$ cat src/rtl/uart_pkg.sv
// Shared UART definitions: FSM encoding (matches the transmitter), frame widths, parity helper.
package uart_pkg;

  typedef enum logic [1:0] {
    IDLE  = 2'b00,
    START = 2'b01,
    DATA  = 2'b10,
    STOP  = 2'b11
  } state_t;

  localparam int FRAME_DATA_BITS    = 7;
  localparam int FRAME_PAYLOAD_BITS = 8;

  // Parity bit value that makes the 8-bit payload hold an odd number of ones.
  function automatic logic odd_parity(input logic [FRAME_DATA_BITS-1:0] data);
    return ~^data;
  endfunction

endpackage

$ cat src/rtl/uart_rx_sync.sv
// Multi-flop synchronizer for the asynchronous rx line; presets to 1 (idle line) on reset.
module uart_rx_sync #(
  parameter int SYNC_STAGES = 2
) (
  input  logic clk,
  input  logic resetN,
  input  logic d,
  output logic q
);

  logic [SYNC_STAGES-1:0] ff;

  always_ff @(posedge clk or negedge resetN) begin
    if (!resetN) ff <= '1;
    else         ff <= {ff[SYNC_STAGES-2:0], d};
  end

  assign q = ff[SYNC_STAGES-1];

endmodule

$ cat src/rtl/uart_receiver.sv
// UART receive stage: oversampled start/data/stop recovery with parity and framing checks.
module uart_receiver #(
  parameter int OVERSAMPLE  = 16,
  parameter int SYNC_STAGES = 2
) (
  input  logic       clk,
  input  logic       resetN,
  input  logic       rx,
  input  logic       sample_en,
  output logic [6:0] data_out,
  output logic       data_valid,
  output logic       parity_err,
  output logic       frame_err,
  output logic       busy
);
  import uart_pkg::*;

  localparam int TW = $clog2(OVERSAMPLE);
  localparam logic [TW-1:0] TICK_LAST = TW'(OVERSAMPLE - 1);
  localparam logic [TW-1:0] TICK_MID  = TW'(OVERSAMPLE / 2 - 1);
  localparam logic [2:0]    BIT_LAST  = 3'(FRAME_PAYLOAD_BITS - 1);

  logic rs;

  state_t                        state, state_n;
  logic [TW-1:0]                 tick_cnt, tick_n;
  logic [2:0]                    bit_cnt, bit_n;
  logic [FRAME_PAYLOAD_BITS-1:0] sh, sh_n;
  logic                          armed, armed_n;
  logic [FRAME_DATA_BITS-1:0]    data_n;
  logic                          pe_n, fe_n, valid_n;

  uart_rx_sync #(.SYNC_STAGES(SYNC_STAGES)) u_sync (
    .clk    (clk),
    .resetN (resetN),
    .d      (rx),
    .q      (rs)
  );

  always_ff @(posedge clk or negedge resetN) begin
    if (!resetN) begin
      state      <= IDLE;
      tick_cnt   <= '0;
      bit_cnt    <= '0;
      sh         <= '0;
      armed      <= 1'b1;
      data_out   <= '0;
      data_valid <= 1'b0;
      parity_err <= 1'b0;
      frame_err  <= 1'b0;
      busy       <= 1'b0;
    end else begin
      state      <= state_n;
      tick_cnt   <= tick_n;
      bit_cnt    <= bit_n;
      sh         <= sh_n;
      armed      <= armed_n;
      data_out   <= data_n;
      data_valid <= valid_n;
      parity_err <= pe_n;
      frame_err  <= fe_n;
      busy       <= (state_n != IDLE);
    end
  end

  always_comb begin
    state_n = state;
    tick_n  = tick_cnt;
    bit_n   = bit_cnt;
    sh_n    = sh;
    armed_n = armed;
    data_n  = data_out;
    pe_n    = parity_err;
    fe_n    = frame_err;
    valid_n = 1'b0;

    if (sample_en) begin
      case (state)
        IDLE: begin
          // After a break the line must be seen idle before a new start counts.
          if (rs) begin
            armed_n = 1'b1;
          end else if (armed) begin
            state_n = START;
            tick_n  = '0;
          end
        end
        START: begin
          if (tick_cnt == TICK_MID) begin
            if (!rs) begin
              state_n = DATA;
              tick_n  = '0;
              bit_n   = '0;
            end else begin
              state_n = IDLE;
            end
          end else begin
            tick_n = tick_cnt + 1'b1;
          end
        end
        DATA: begin
          if (tick_cnt == TICK_LAST) begin
            tick_n = '0;
            sh_n   = {sh[6:0], rs};
            bit_n  = bit_cnt + 1'b1;
            if (bit_cnt == BIT_LAST) state_n = STOP;
          end else begin
            tick_n = tick_cnt + 1'b1;
          end
        end
        STOP: begin
          if (tick_cnt == TICK_LAST) begin
            tick_n  = '0;
            state_n = IDLE;
            data_n  = sh[6:0];
            pe_n    = sh[7] ^ odd_parity(sh[6:0]);
            fe_n    = ~rs;
            valid_n = 1'b1;
            armed_n = rs;
          end else begin
            tick_n = tick_cnt + 1'b1;
          end
        end
        default: state_n = IDLE;
      endcase
    end
  end

endmodule
$ cat config.mk
export PLATFORM = sky130hd
export DESIGN_NAME = uart_receiver
export DESIGN_NICKNAME = d
export VERILOG_FILES = /design/src/rtl/uart_pkg.sv /design/src/rtl/uart_rx_sync.sv /design/src/rtl/uart_receiver.sv
export SDC_FILE = /design/constraint.sdc
export NUM_CORES = 1
export LEC_CHECK = 0
export BUFFER_PORTS_ARGS = -buffer_cell sky130_fd_sc_hd__clkbuf_2
export CELL_PAD_IN_SITES_DETAIL_PLACEMENT = 0
export CELL_PAD_IN_SITES_GLOBAL_PLACEMENT = 1
export CORE_MARGIN = 5
export CORE_UTILIZATION = 45
export CTS_CLUSTER_SIZE = 14
export DETAILED_ROUTE_END_ITERATION = 12
export PLACE_DENSITY = 0.83
export SLEW_MARGIN = 20
export SYNTH_ARGS = -nofsm -noshare
export SYNTH_HDL_FRONTEND = slang
export SYNTH_SLANG_ARGS = --single-unit
export TNS_END_PERCENT = 1
$ cat constraint.sdc
create_clock -name clk -period 1.7 [get_ports clk]
set_input_delay 0.085 -clock clk [delete_from_list [all_inputs] [get_ports clk]]
set_output_delay 0.085 -clock clk [all_outputs]
set_load 0.01 [all_outputs]
==> results of run 1 <==
==> logic make-up after synthesis <==
| group | Yosys count | synth area share, % |
|---|---|---|
| buffers and inverters | 13 | 4.318 |
| AOI/OAI and AO/OA | 22 | 10.33 |
| muxes | 11 | 8.129 |
| DFF | 31 | 52.75 |
| adders and majority gates | 3 | 2.540 |
| and+or+nand+nor | 50 | 17.78 |
| xor gates and xnor gates | 7 | 4.149 |
==> where the power goes <==
group	switching (mW)	total [mW]	internal, mW
sequential	0.152	1.06	0.913
clock	0.252	0.600	0.347
combinational	0.414	0.804	0.390
==> registers in the layout, indices dropped and copies added, names as in the netlist <==
| signal | flops |
|---|---|
| armed | 1 |
| data_out | 7 |
| data_valid | 1 |
| busy | 1 |
| parity_err | 1 |
| bit_cnt | 3 |
| state | 2 |
| u_sync.ff | 2 |
| tick_cnt | 4 |
| sh | 8 |
| frame_err | 1 |
==> worst max-delay path by stage <==
stage,depth (start not counted),slack [ps],startpoint,endpoint
finish,5,120,tick_cnt[0],bit_cnt[0]
global route,5,20,tick_cnt[0],bit_cnt[2]
global placement,5,90,tick_cnt[0],bit_cnt[0]
floorplan,4,140,tick_cnt[0],data_out[0]
detailed placement,5,5,tick_cnt[0],bit_cnt[0]
CTS,5,100,tick_cnt[0],bit_cnt[0]
==> cell usage in the layout, fill, tap and decap left out, drive strengths merged, types with 4 or more instances in the layout <==
cell type and n:
o21ai 4, clkbuf 20, dfrtp 28, xnor2 7, inv 8, nand2 26, nand4 4, mux2 8
buf 7, a31oi 5
==> stage by stage <==
step | cells | hold WS, ps | power [mW]
final | 207 | 106.1 | 2.468
after global routing | 207 | 89.43 | 2.655
after CTS | 207 | 92.36 | 2.474
after detailed placement | 197 | 174.3 | 1.865
after global placement | 197 | 173.5 | 1.843
after floorplan | 137 | -210.6 | 1.617
==> area by class of cell <==
cell class / instances / area (um^2) / area share (%)
clock buffers: 6 / 51.30 / 2.935
clock inverters: 2 / 35.03 / 2.004
inverters: 8 / 30.03 / 1.718
multi-input cells: 93 / 641.9 / 36.72
flip-flops and latches: 31 / 779.5 / 44.60
well taps: 44 / 55.05 / 3.150
repair buffers: 23 / 155.1 / 8.876
==> what timing repair did <==
action / CTS / global route
hold buffers: 2 / 0
hold endpoints to repair: 29 / 0
buffers inserted: 0 / 0
pin swaps: 0 / 0
gates resized for setup: 1 / 1
setup endpoints to repair: 1 / 9
==> per-layer routing <==
metal | wire length, um | track usage (%) | up-vias
li1 | - | - | 528
met1 | 1195 | 15.66 | 542
met2 | 1306 | 22.70 | 26
met3 | 140 | 5.491 | 6
met4 | 34 | 4.304 | 0
met5 | 0 | 0 | -
==> out/metrics.cfg, run 1 <==
[outcome]
status = complete, no violations

[die]
start_util_pct = 47.62
die_w_um = 67.31
chipHeight_um = 67.31
die-area_mm2 = 0.004530
core_region_area_mm2 = 0.003103
fp-row-count = 20
ios = 15

[power]
ir_worst_vdd_mv = 0.6267
p_leak_nw = 0.8722
p_per_area_mw_per_mm2 = 1412

[routing]
num_vias = 1102
wl_um = 2675
routedWlPerCell_um = 12.92
drtAntennaViolNets = 0
drtPass1Iterations = 4
drtIter0Drc = 51
via_per_inst = 5.324
drc = 0

[synth]
synthCells = 137
yosysTopAreaCell = dfrtp_1
synth-edff-count = 0
ys_top_cells_by_area = dfrtp_1 47%, nand2_1 6.6%, mux2_2 6.1%
synth_top_area_share_pct = 47.42
synthTopCellsByCount = 28 x dfrtp_1, 26 x nand2_1, 8 x inv_1, 8 x mux2_2, 7 x xnor2_1
ys_seq_area_share_pct = 52.75
ys_types = 40
post-synth-top-count-cell = dfrtp_1
syn-num-nets = 144
yosys_warnings = 0
synth_flop_cell = dfrtp_1
syn-mean-instance-area_um2 = 10.79
async_flop_share_pct = 100.0
netlist_area_mm2 = 0.001478
ys_ff_latch = 31

[sta]
grt_setup_unrepaired = false
slew_viol_final = 0
finalSetupViolCount = 0
max_freq_ghz = 0.6329
relSlewSlack_pct = 49.69
tns_ps = 0
min_period_over_period_pct = 92.94
fin_ws_ps = 120.0
clock_skew_ps = 12.57
tightest_slew_ps = 754.6
hold_viol = 0
fin_crit_ps = 1580

[layout]
fillers = 289
drive_gt1_share_pct = 31.90
nNetsFinal = 169
final_area_mm2 = 0.001748
area_growth_pct = 18.29
diodes = 0
utilization_pct = 56.33

[worst_setup_path]
cp_num_buf_inv = 0
worstPathRequired_ps = 1890
ff2ff_path_depth = 5
worstReg2RegStart = tick_cnt[0]
startpoint_type = flop
cp.arrival_ps = 1770
crit_type = flop to flop
crit_fanout = 10
critPathTopFamily = simple AND/OR/NAND/NOR gates
slowest_delay_ps = 430
r2r_end = bit_cnt[0]
crit_path_cell_trace = ha_2 > nand4_2 > or3_4 > o31ai_2 > mux2i_1
slowest_stage = or3_4
reg2reg_setup_slack_ps = 120
end_kind = flop

[worst_hold_path]
hp-start = sample_en
hold_end = state[0]
hp-class = input port to flop
whs_path_depth = 2

[clock_network]
cts_made_buffers = 5
cts_root_buffer = clkbuf_4
cts-htree-levels = 2
cts_tree = yes
clockBufferDepth = 2
numClockSinks = 31
clk_pin_slew_ps = 100
insertion_delay_ps = 320

[grt]
grt_overflow = 0
grtUsageTotal_pct = 13.50
grt_max_degree = 32
grt_pass1_wl_um = 4540
grt_pass1_vias = 1062
grt_antenna_before_repair = 0

[placement]
placed_cell_area_mm2 = 0.001634
io_buffers = 14
post-place-ws_ps = 4.859
finalWeightedCongestion = 0.8055
place.detailed.hpwl_um = 1879

[flow_run]
cap_violations = 0

(Power assumes the default switching activity.)
==> run 2: changes to the inputs <==
--- a/config.mk
+++ b/config.mk
@@ -8,6 +8,7 @@
 export BUFFER_PORTS_ARGS = -buffer_cell sky130_fd_sc_hd__clkbuf_2
 export CELL_PAD_IN_SITES_DETAIL_PLACEMENT = 0
 export CELL_PAD_IN_SITES_GLOBAL_PLACEMENT = 1
+export CORE_ASPECT_RATIO = 0.8
 export CORE_MARGIN = 5
 export CORE_UTILIZATION = 45
 export CTS_CLUSTER_SIZE = 14
==> out/metrics.cfg, run 2 (same netlist as run 1, synthesis figures left out) <==
[outcome]
status = complete, no violations

[sta]
tns_ps = 0  ; unchanged
relSlewSlack_pct = 50.19  ; +0.49 points
holdWs_ps = 167.4  ; +61.32 ps
tightest_slew_ps = 747.2  ; -7.378 ps
clock_skew_ps = 5.423  ; -7.149 ps
grt_setup_unrepaired = true
fin_crit_ps = 1587  ; +6.792 ps
slew_viol_final = 0  ; unchanged
min_period_over_period_pct = 93.34  ; +0.40 points
max_freq_ghz = 0.6302  ; -0.43%
finalSetupViolCount = 0  ; unchanged
hold_viol = 0  ; unchanged
fin_ws_ps = 113.2  ; -6.792 ps

[layout]
most-common-layout-cells = 28 x dfrtp_1, 26 x nand2_1, 14 x clkbuf_2
area_growth_pct = 18.37  ; about the same
nNetsFinal = 170  ; +0.59%
drive_gt1_share_pct = 31.10  ; -0.80 points
utilization_pct = 55.88  ; -0.46 points
finalNonFillerCells = 204  ; -1.4%
final_area_mm2 = 0.001749  ; about the same
final_common_cell = dfrtp_1
diodes = 0  ; unchanged
ff_latch_area_um2 = 779.5  ; unchanged
multiInputGateArea_um2 = 645.6  ; +0.58%
reg.largest.list = sh (8), data_out (7), tick_cnt (4)
top_register = sh
largest_reg_flops = 8  ; unchanged
fillers = 276  ; -4.5%

[placement]
placed_cell_area_mm2 = 0.001637  ; +0.15%
place.detailed.hpwl_um = 2022  ; +7.6%
place_inst = 194  ; -1.5%
post-place-ws_ps = 16.20  ; +11.34 ps
io_buffers = 14  ; unchanged
finalWeightedCongestion = 0.8479  ; +5.3%

[die]
chipHeight_um = 61.26  ; -9.0%
start_util_pct = 47.20  ; -0.42 points
die_w_um = 74.07  ; +10%
ios = 15  ; unchanged
fp-row-count = 18  ; -10%
core_region_area_mm2 = 0.003131  ; +0.89%
die-area_mm2 = 0.004537  ; +0.15%

[worst_setup_path]
crit_path_cell_trace = ha_1 > nand4_2 > nor2_2 > buf_12 > mux2_2
startpoint_type = flop
worstReg2RegStart = tick_cnt[1]
worstPathRequired_ps = 1850  ; -40 ps
end_kind = flop
slowest_stage = dfrtp_1
cp.arrival_ps = 1740  ; -30 ps
slowest_delay_ps = 370  ; -60 ps
critPathTopFamily = simple AND/OR/NAND/NOR gates
cp_num_buf_inv = 1  ; +1
crit_fanout = 9  ; -1
crit_type = flop to flop
critPathLaunch = tick_cnt[1]

[routing]
drtPass1Iterations = 4  ; unchanged
drc = 0  ; unchanged
num_vias = 1075  ; -2.5%
drtAntennaViolNets = 0  ; unchanged
via_per_inst = 5.270  ; -1.0%
wl_um = 2748  ; +2.7%
drtIter0Drc = 41  ; -20%
routedWlPerCell_um = 13.47  ; +4.2%

[grt]
grt_overflow = 0  ; unchanged
gr-usage-met2_pct = 21.84  ; -0.86 points
grt_pass1_wl_um = 4905  ; +8.0%
grt_pass1_vias = 1057  ; -0.47%
met3_usage_pct = 6.362  ; +0.87 points
grt_antenna_before_repair = 0  ; unchanged
grt_max_degree = 32  ; unchanged
grt-busiest-layer = met2
grtUsageTotal_pct = 14.62  ; +1.1 points
grt_use_met1_pct = 19.16  ; +3.5 points

[power]
ir_worst_vdd_mv = 0.7405  ; +18%
p_per_area_mw_per_mm2 = 1403  ; -0.62%
p_leak_nw = 0.8779  ; +0.65%
power.total_mw = 2.455  ; -0.54%

[clock_network]
clockBufferDepth = 2  ; unchanged
cts_tree = yes
clk_pin_slew_ps = 60  ; -40 ps
cts-htree-levels = 2  ; unchanged
cts_made_buffers = 5  ; unchanged
cts_root_buffer = clkbuf_8
insertion_delay_ps = 270  ; -50 ps
postCtsSetupBuffers = 0  ; unchanged
numClockSinks = 31  ; unchanged

[worst_hold_path]
hp-class = input port to flop
hp-start = sample_en

[flow_run]
cap_violations = 0  ; unchanged

==> run 2: where the power goes <==
| part | total [mW] | internal, mW | switching [mW] | leakage [nW] |
|---|---|---|---|---|
| Clock | 0.535 | 0.287 | 0.249 | 0.0422 |
| Combinational | 0.841 | 0.419 | 0.421 | 0.444 |
| Sequential | 1.08 | 0.915 | 0.164 | 0.392 |
| Total | 2.45 | 1.62 | 0.834 | 0.878 |
==> run 2: cell type report <==
class / instances / area share [%]
inverter: 8 / 1.717
clock buffer: 7 / 4.363
multi-input combinational: 93 / 36.91
clock inverter: 1 / 0.2861
sequential: 31 / 44.56
tap: 40 / 2.861
timing repair buffer: 24 / 9.299
==> run 2: timing repair <==
action,in CTS,in global routing
hold endpoints to repair,29,0
endpoints found under the setup margin,0,6
gates resized for setup,0,2
hold buffers,2,0
==> run 2: routing by layer <==
| metal | wire length (um) | up-vias |
|---|---|---|
| met2 | 1246 | 16 |
| met5 | 0 | - |
| met4 | 26 | 0 |
| met3 | 111 | 5 |
| li1 | - | 527 |
| met1 | 1364 | 527 |
==> run 2: worst paths after layout <==
check / endpoint / slack, ps / cells past startpoint
min in group asynchronous: tick_cnt[2] / 410 / 2
max: data_out[6] / 110 / 5
min: state[0] / 170 / 2
min reg2reg: u_sync.ff[1] / 360 / 0
max reg2reg: data_out[6] / 110 / 5
max in group asynchronous: state[0] / 810 / 2
==> run 2: worst register-to-register path, stage by stage (launching register included) <==
cell	delay, ps
dfrtp_1	370
ha_1	230
nand4_2	190
nor2_2	200
buf_12	140
mux2_2	330
